--- src/rtl/ps2_mouse_rx.sv ---
// rtl/ps2_mouse_rx.sv - receive-only PS/2 mouse front end producing the mouseInfo word
//
// Purpose: deserialises 11-bit device-to-host PS/2 frames, assembles 3-byte
// stream-mode packets and publishes each one atomically as
// {seq, status, dx, dy}. Framing, parity, sync and timeout errors drop the
// byte or partial packet and realign on the next status byte.
//
// Ports:
//   clk        in   1   system clock (single domain)
//   rst        in   1   asynchronous active-low reset
//   ps2_clk    in   1   raw PS/2 clock pin (asynchronous)
//   ps2_data   in   1   raw PS/2 data pin (asynchronous)
//   mouseInfo  out  32  {seq, status, dx, dy} of the last good packet
//   pkt_valid  out  1   one-cycle pulse coincident with a mouseInfo update
//   frame_err  out  1   one-cycle pulse on any discarded byte or packet
//   err_cnt    out  8   saturating count of frame_err pulses
module ps2_mouse_rx #(
  parameter int FILTER_LEN  = 4,
  parameter int TIMEOUT_CYC = 5000
) (
  input  logic        clk,
  input  logic        rst,
  input  logic        ps2_clk,
  input  logic        ps2_data,
  output logic [31:0] mouseInfo,
  output logic        pkt_valid,
  output logic        frame_err,
  output logic [7:0]  err_cnt
);

  localparam int FW = (FILTER_LEN > 1) ? $clog2(FILTER_LEN) : 1;
  localparam int TW = (TIMEOUT_CYC > 1) ? $clog2(TIMEOUT_CYC) : 1;

  typedef enum logic [1:0] {
    S_IDLE   = 2'd0,
    S_DATA   = 2'd1,
    S_PARITY = 2'd2,
    S_STOP   = 2'd3
  } state_t;

  // Synchronisers, preset to the idle-high line level.
  logic r_clk_s1, r_clk_s2, r_dat_s1, r_dat_s2;

  // Clock stability filter.
  logic [FW-1:0] r_flt_cnt;
  logic          r_clk_flt;
  logic          r_clk_flt_d;
  logic          w_strobe;

  // Frame FSM and shifter.
  state_t      r_state, w_state_nxt;
  logic [2:0]  r_bit_cnt;
  logic [7:0]  r_shift;
  logic        r_par;
  logic        w_byte_ok;
  logic        w_byte_bad;

  // Timeout.
  logic [TW-1:0] r_to_cnt;
  logic          w_busy;
  logic          w_timeout;

  // Packet assembly.
  logic [1:0]  r_idx;
  logic [7:0]  r_status;
  logic [7:0]  r_dx;
  logic [31:0] r_info;
  logic        r_pkt_valid;
  logic        r_frame_err;
  logic [7:0]  r_err_cnt;
  logic        w_lead_bad;
  logic        w_pkt_done;
  logic        w_err;

  always_ff @(posedge clk or negedge rst) begin
    if (!rst) begin
      r_clk_s1 <= 1'b1;
      r_clk_s2 <= 1'b1;
      r_dat_s1 <= 1'b1;
      r_dat_s2 <= 1'b1;
    end else begin
      r_clk_s1 <= ps2_clk;
      r_clk_s2 <= r_clk_s1;
      r_dat_s1 <= ps2_data;
      r_dat_s2 <= r_dat_s1;
    end
  end

  // The filtered clock follows the synchronised clock only after it has
  // disagreed for FILTER_LEN consecutive cycles; shorter glitches reset the run.
  always_ff @(posedge clk or negedge rst) begin
    if (!rst) begin
      r_flt_cnt   <= '0;
      r_clk_flt   <= 1'b1;
      r_clk_flt_d <= 1'b1;
    end else begin
      r_clk_flt_d <= r_clk_flt;
      if (r_clk_s2 != r_clk_flt) begin
        if (r_flt_cnt == FW'(FILTER_LEN - 1)) begin
          r_clk_flt <= r_clk_s2;
          r_flt_cnt <= '0;
        end else begin
          r_flt_cnt <= r_flt_cnt + FW'(1);
        end
      end else begin
        r_flt_cnt <= '0;
      end
    end
  end

  assign w_strobe = r_clk_flt_d & ~r_clk_flt;

  // Timeout is only armed mid-frame or mid-packet; a strobe in the same
  // cycle takes priority and restarts the count.
  assign w_busy    = (r_state != S_IDLE) || (r_idx != 2'd0);
  assign w_timeout = !w_strobe && w_busy && (r_to_cnt == TW'(TIMEOUT_CYC - 1));

  always_ff @(posedge clk or negedge rst) begin
    if (!rst) begin
      r_to_cnt <= '0;
    end else if (w_strobe || !w_busy || w_timeout) begin
      r_to_cnt <= '0;
    end else begin
      r_to_cnt <= r_to_cnt + TW'(1);
    end
  end

  always_ff @(posedge clk or negedge rst) begin
    if (!rst) begin
      r_state <= S_IDLE;
    end else begin
      r_state <= w_state_nxt;
    end
  end

  always_comb begin
    w_state_nxt = r_state;
    w_byte_ok   = 1'b0;
    w_byte_bad  = 1'b0;
    if (w_strobe) begin
      case (r_state)
        S_IDLE:   if (!r_dat_s2) w_state_nxt = S_DATA;
        S_DATA:   if (r_bit_cnt == 3'd7) w_state_nxt = S_PARITY;
        S_PARITY: w_state_nxt = S_STOP;
        S_STOP: begin
          w_state_nxt = S_IDLE;
          // Odd parity over data + parity bit, and a high stop bit.
          if (r_dat_s2 && (^{r_par, r_shift})) begin
            w_byte_ok = 1'b1;
          end else begin
            w_byte_bad = 1'b1;
          end
        end
        default:  w_state_nxt = S_IDLE;
      endcase
    end else if (w_timeout) begin
      w_state_nxt = S_IDLE;
    end
  end

  always_ff @(posedge clk or negedge rst) begin
    if (!rst) begin
      r_bit_cnt <= 3'd0;
      r_shift   <= 8'd0;
      r_par     <= 1'b0;
    end else if (w_strobe) begin
      case (r_state)
        S_IDLE: r_bit_cnt <= 3'd0;
        S_DATA: begin
          r_shift   <= {r_dat_s2, r_shift[7:1]};
          r_bit_cnt <= r_bit_cnt + 3'd1;
        end
        S_PARITY: r_par <= r_dat_s2;
        default: ;
      endcase
    end
  end

  // A status byte must carry the always-one bit 3; anything else at index 0
  // is treated as misalignment and discarded.
  assign w_lead_bad = w_byte_ok && (r_idx == 2'd0) && !r_shift[3];
  assign w_pkt_done = w_byte_ok && (r_idx == 2'd2);
  assign w_err      = w_byte_bad || w_lead_bad || w_timeout;

  always_ff @(posedge clk or negedge rst) begin
    if (!rst) begin
      r_idx       <= 2'd0;
      r_status    <= 8'd0;
      r_dx        <= 8'd0;
      r_info      <= 32'd0;
      r_pkt_valid <= 1'b0;
      r_frame_err <= 1'b0;
      r_err_cnt   <= 8'd0;
    end else begin
      r_pkt_valid <= w_pkt_done;
      r_frame_err <= w_err;
      if (w_err && (r_err_cnt != 8'hFF)) begin
        r_err_cnt <= r_err_cnt + 8'd1;
      end
      if (w_err) begin
        r_idx <= 2'd0;
      end else if (w_byte_ok) begin
        case (r_idx)
          2'd0: begin
            r_status <= r_shift;
            r_idx    <= 2'd1;
          end
          2'd1: begin
            r_dx  <= r_shift;
            r_idx <= 2'd2;
          end
          default: begin
            // dy comes straight from the shifter so the word updates in one step.
            r_info <= {r_info[31:24] + 8'd1, r_status, r_dx, r_shift};
            r_idx  <= 2'd0;
          end
        endcase
      end
    end
  end

  assign mouseInfo = r_info;
  assign pkt_valid = r_pkt_valid;
  assign frame_err = r_frame_err;
  assign err_cnt   = r_err_cnt;

endmodule
--- config.mk ---
export PLATFORM = sky130hd
export DESIGN_NAME = ps2_mouse_rx
export DESIGN_NICKNAME = d
export VERILOG_FILES = /design/src/rtl/ps2_mouse_rx.sv
export SDC_FILE = /design/constraint.sdc
export NUM_CORES = 1
export LEC_CHECK = 0
export BUFFER_PORTS_ARGS = -buffer_cell sky130_fd_sc_hd__buf_4
export CORE_MARGIN = 5
export CORE_UTILIZATION = 52
export DETAILED_ROUTE_END_ITERATION = 7
export PLACE_DENSITY = 0.75
export SLEW_MARGIN = 15
export SYNTH_ARGS = -nofsm -noshare
export SYNTH_HDL_FRONTEND = slang
export SYNTH_SLANG_ARGS = --single-unit
--- constraint.sdc ---
create_clock -name clk -period 2 [get_ports clk]
set_input_delay 0 -clock clk [delete_from_list [all_inputs] [get_ports clk]]
set_output_delay 0 -clock clk [all_outputs]
set_load 0.005 [all_outputs]
==> flow_summary.yaml <==
sta:
  relSlewSlack_pct: 66.0
  rsz0062_at_grt: "true"
  setup_viol: 52
  finalClockSkew_ns: 0.0186
  fin_ws_ns: -0.115
  whs_ns: 0.129
  finalSetupTns_ns: -2.69
  timing.fmax_ghz: 0.473
  worst_pin_slew_ns: 0.510
  min_period_ns: 2.11
  slew_violations: 0
  finalHoldViolCount: 0
  fin_crit_sh_pct: 106
routing:
  viasPerCell: 5.20
  route.antenna.remaining_nets: 0
  wl_per_cell_um: 16.6
  drc: 0
  drt_wl_total_um: 9300
  drtPass1Iterations: 4
  drt_iter0_markers: 110
  vias: 2912
logic_synthesis:
  ys_types: 46
  synth_warnings: 0
  synth_most_common_cell: "dfrtp_1"
  synth_common_cells: "dfrtp_1 (89), nand2_1 (85), mux2_2 (27)"
  synth_top_cell_by_area: "dfrtp_1"
  syn_area_mm2: 0.00405
  yosys.area.top_type_share_pct: 54.9
  synth_ff_type: "dfrtp_1"
  syn_nets: 367
  ys_ff_latch: 95
  syn_inst: 353
  async_flop_share_pct: 100
  synth-edff-count: 0
  synthTopCellsByArea: "dfrtp_1 (55%), nand2_1 (7.9%), mux2_2 (7.5%)"
  syn_area_per_cell_um2: 11.5
  ys_seq_area_share_pct: 58.8
floorplanning:
  die_h_um: 98.3
  dieArea_mm2: 0.00966
  start_util_pct: 53.0
  core_area_mm2: 0.00765
  rows: 32
  num_io_pins: 46
  fp.dieW_um: 98.3
layout:
  nNetsFinal: 467
  finalCoreUtilization_pct: 71.4
  syn_to_final_growth_pct: 34.7
  insertedDiodeCount: 0
  drive_above_1_share_pct: 41.9
placed_design:
  portBuffers: 45
  gp_congestion: 0.803
  hpwl_um: 5870
global_route:
  grtUsageTotal_pct: 18.6
  gr-total-overflow: 0
  grt_pass1_wl_um: 14600
  grt_max_degree: 58
  grt_pass1_vias: 3076
  antenna_found_initial: 0
setup_path:
  worst_ep_arrival_time_ns: 2.37
  reg2reg_slack_ns: -0.11
  cp_slowest_stage_delay_ns: 0.46
  crit_path_end_kind: "register"
  cp_max_fo: 9
  cp.required_ns: 2.25
  start_kind: "register"
  crit_type: "reg2reg"
  crit_chain: "xnor2_1 > xnor3_2 > mux2i_4 > and3b_2 > buf_12 > mux2_4"
  crit_slowest_cell: "xnor3_2"
power:
  power_frac_clock_pct: 28.3
  power_leakage_uw: 0.00293
  p_seq_share_pct: 50.2
  internal_power_uw: 2990
  ir_drop_mv: 0.431
  comb_power_share_pct: 21.5
  p_switching_uw: 1310
  power.density_mw_per_mm2: 788
  p_sw_share_pct: 30.5
status:
  violations: "setup timing"
  status: "finished with violations"
cts:
  numCtsBuffers: 9
  cts_tree: "yes"
  htree_levels: 3
  clock_path_buffers: 2
  clkTransAtPathRegs_ns: 0.10
  clock_latency_ns: 0.37
  cts_sinks: 95
  cts_root_buffer: "clkbuf_8"
job:
  maxCapViolCount: 0
hold_path:
  hold_path.class: "in2async"
==> what timing repair did <==
| action | in CTS | in global routing |
|---|---|---|
| gates cloned | 0 | 5 |
| pin swaps | 7 | 23 |
| hold buffers | 3 | 0 |
| gates resized for setup | 18 | 52 |
| setup buffers | 1 | 3 |
| endpoints found under the hold margin | 40 | 0 |
| setup endpoints to repair | 51 | 58 |
==> through the flow <==
stage,instance area (um2),power [uW],setup WS (ns),cells
2_1_floorplan,4110,2710,-0.122,353
3_3_place_gp,4860,3050,-0.0466,532
3_5_place_dp,4860,3090,-0.122,532
4_1_cts,5160,4310,-0.0966,552
5_1_grt,5460,4530,-0.191,560
6_report,5460,4300,-0.115,560
==> path summary, 6_finish.rpt <==
check	start	cells past startpoint	end
min in group clk	ps2_data	2	r_dat_s1$_DFF_PN1_
hold reg to reg	r_clk_s1$_DFF_PN1_	0	r_clk_s2$_DFF_PN1_
setup / recovery	r_shift[6]$_DFFE_PN0P_	6	r_dx[2]$_DFFE_PN0P_
setup reg to reg	r_shift[6]$_DFFE_PN0P_	6	r_dx[2]$_DFFE_PN0P_
hold / removal	rst	2	mouseInfo[27]$_DFFE_PN0P_
max in group asynchronous	rst	3	r_dat_s2$_DFF_PN1_
==> final cells by class <==
type | count | area, um2
Clock buffer | 9 | 124
Fill cell | 500 | 2190
Clock inverter | 7 | 62.6
Inverter | 6 | 22.5
Timing Repair Buffer | 97 | 835
Sequential cell | 95 | 2380
Tap cell | 102 | 128
Multi-Input combinational cell | 244 | 1900
==> flip-flops by register name, indices dropped and copies added (netlist names), 3 cells and up <==
signal,cells
err_cnt,8
r_dx,8
mouseInfo,32
r_to_cnt,13
r_bit_cnt,3
r_shift,8
r_status,8
==> cell families after synthesis <==
family / Yosys count / synth area share, %
xor+xnor: 29 / 7.01
mux: 29 / 8.30
fa+ha+maj: 10 / 3.09
buf+inv: 15 / 1.73
compound gates: 20 / 3.40
flops: 95 / 58.8
simple gates: 155 / 17.7
==> worst max-delay path, delay by kind of cell (launching register included) <==
kind                   cells  cell delay, ns
buffers and inverters      1            0.14
flip-flops                 1            0.39
multiplexers               2            0.51
XOR/XNOR                   2            0.73
AND/OR/NAND/NOR            1            0.23
==> placed cells by master (no fill, tap or decap), types with 4 or more instances in the layout <==
| cell type | netlist | final |
|---|---|---|
| o21ai_0 | 6 | 6 |
| dfrtp_1 | 89 | 89 |
| clkbuf_8 | 0 | 9 |
| inv_1 | 6 | 5 |
| nand2_4 | 0 | 9 |
| mux2_4 | 0 | 15 |
| nand2_1 | 85 | 62 |
| mux2_2 | 27 | 12 |
| buf_4 | 1 | 82 |
| dfstp_2 | 6 | 6 |
| and3_1 | 8 | 7 |
| xor2_1 | 13 | 12 |
| nand4_1 | 4 | 4 |
| nor2_1 | 21 | 19 |
| buf_6 | 1 | 7 |
| nand3_1 | 10 | 8 |
| ha_1 | 10 | 10 |
| nor2b_1 | 4 | 4 |
| xnor2_1 | 14 | 12 |
| nand2_2 | 1 | 15 |
==> power by group through the flow <==
stage / logic (uW) / clock network, uW / registers, uW
after floorplan: 520 / 0 / 2200
after global placement: 868 / 0 / 2180
after detailed placement: 897 / 0 / 2190
after CTS: 924 / 1230 / 2150
after global routing: 1030 / 1320 / 2170
final: 925 / 1220 / 2160
==> metal layers <==
layer  share of wire [%]  vias to the layer above  track usage [%]
li1                    -                     1383                -
met1                  40                     1456             22.4
met2                  54                       52             32.4
met3                 3.4                       21             3.71
met4                 3.0                        0             7.46
met5                   0                        -                0
Power figures use the tool's default switching activity.
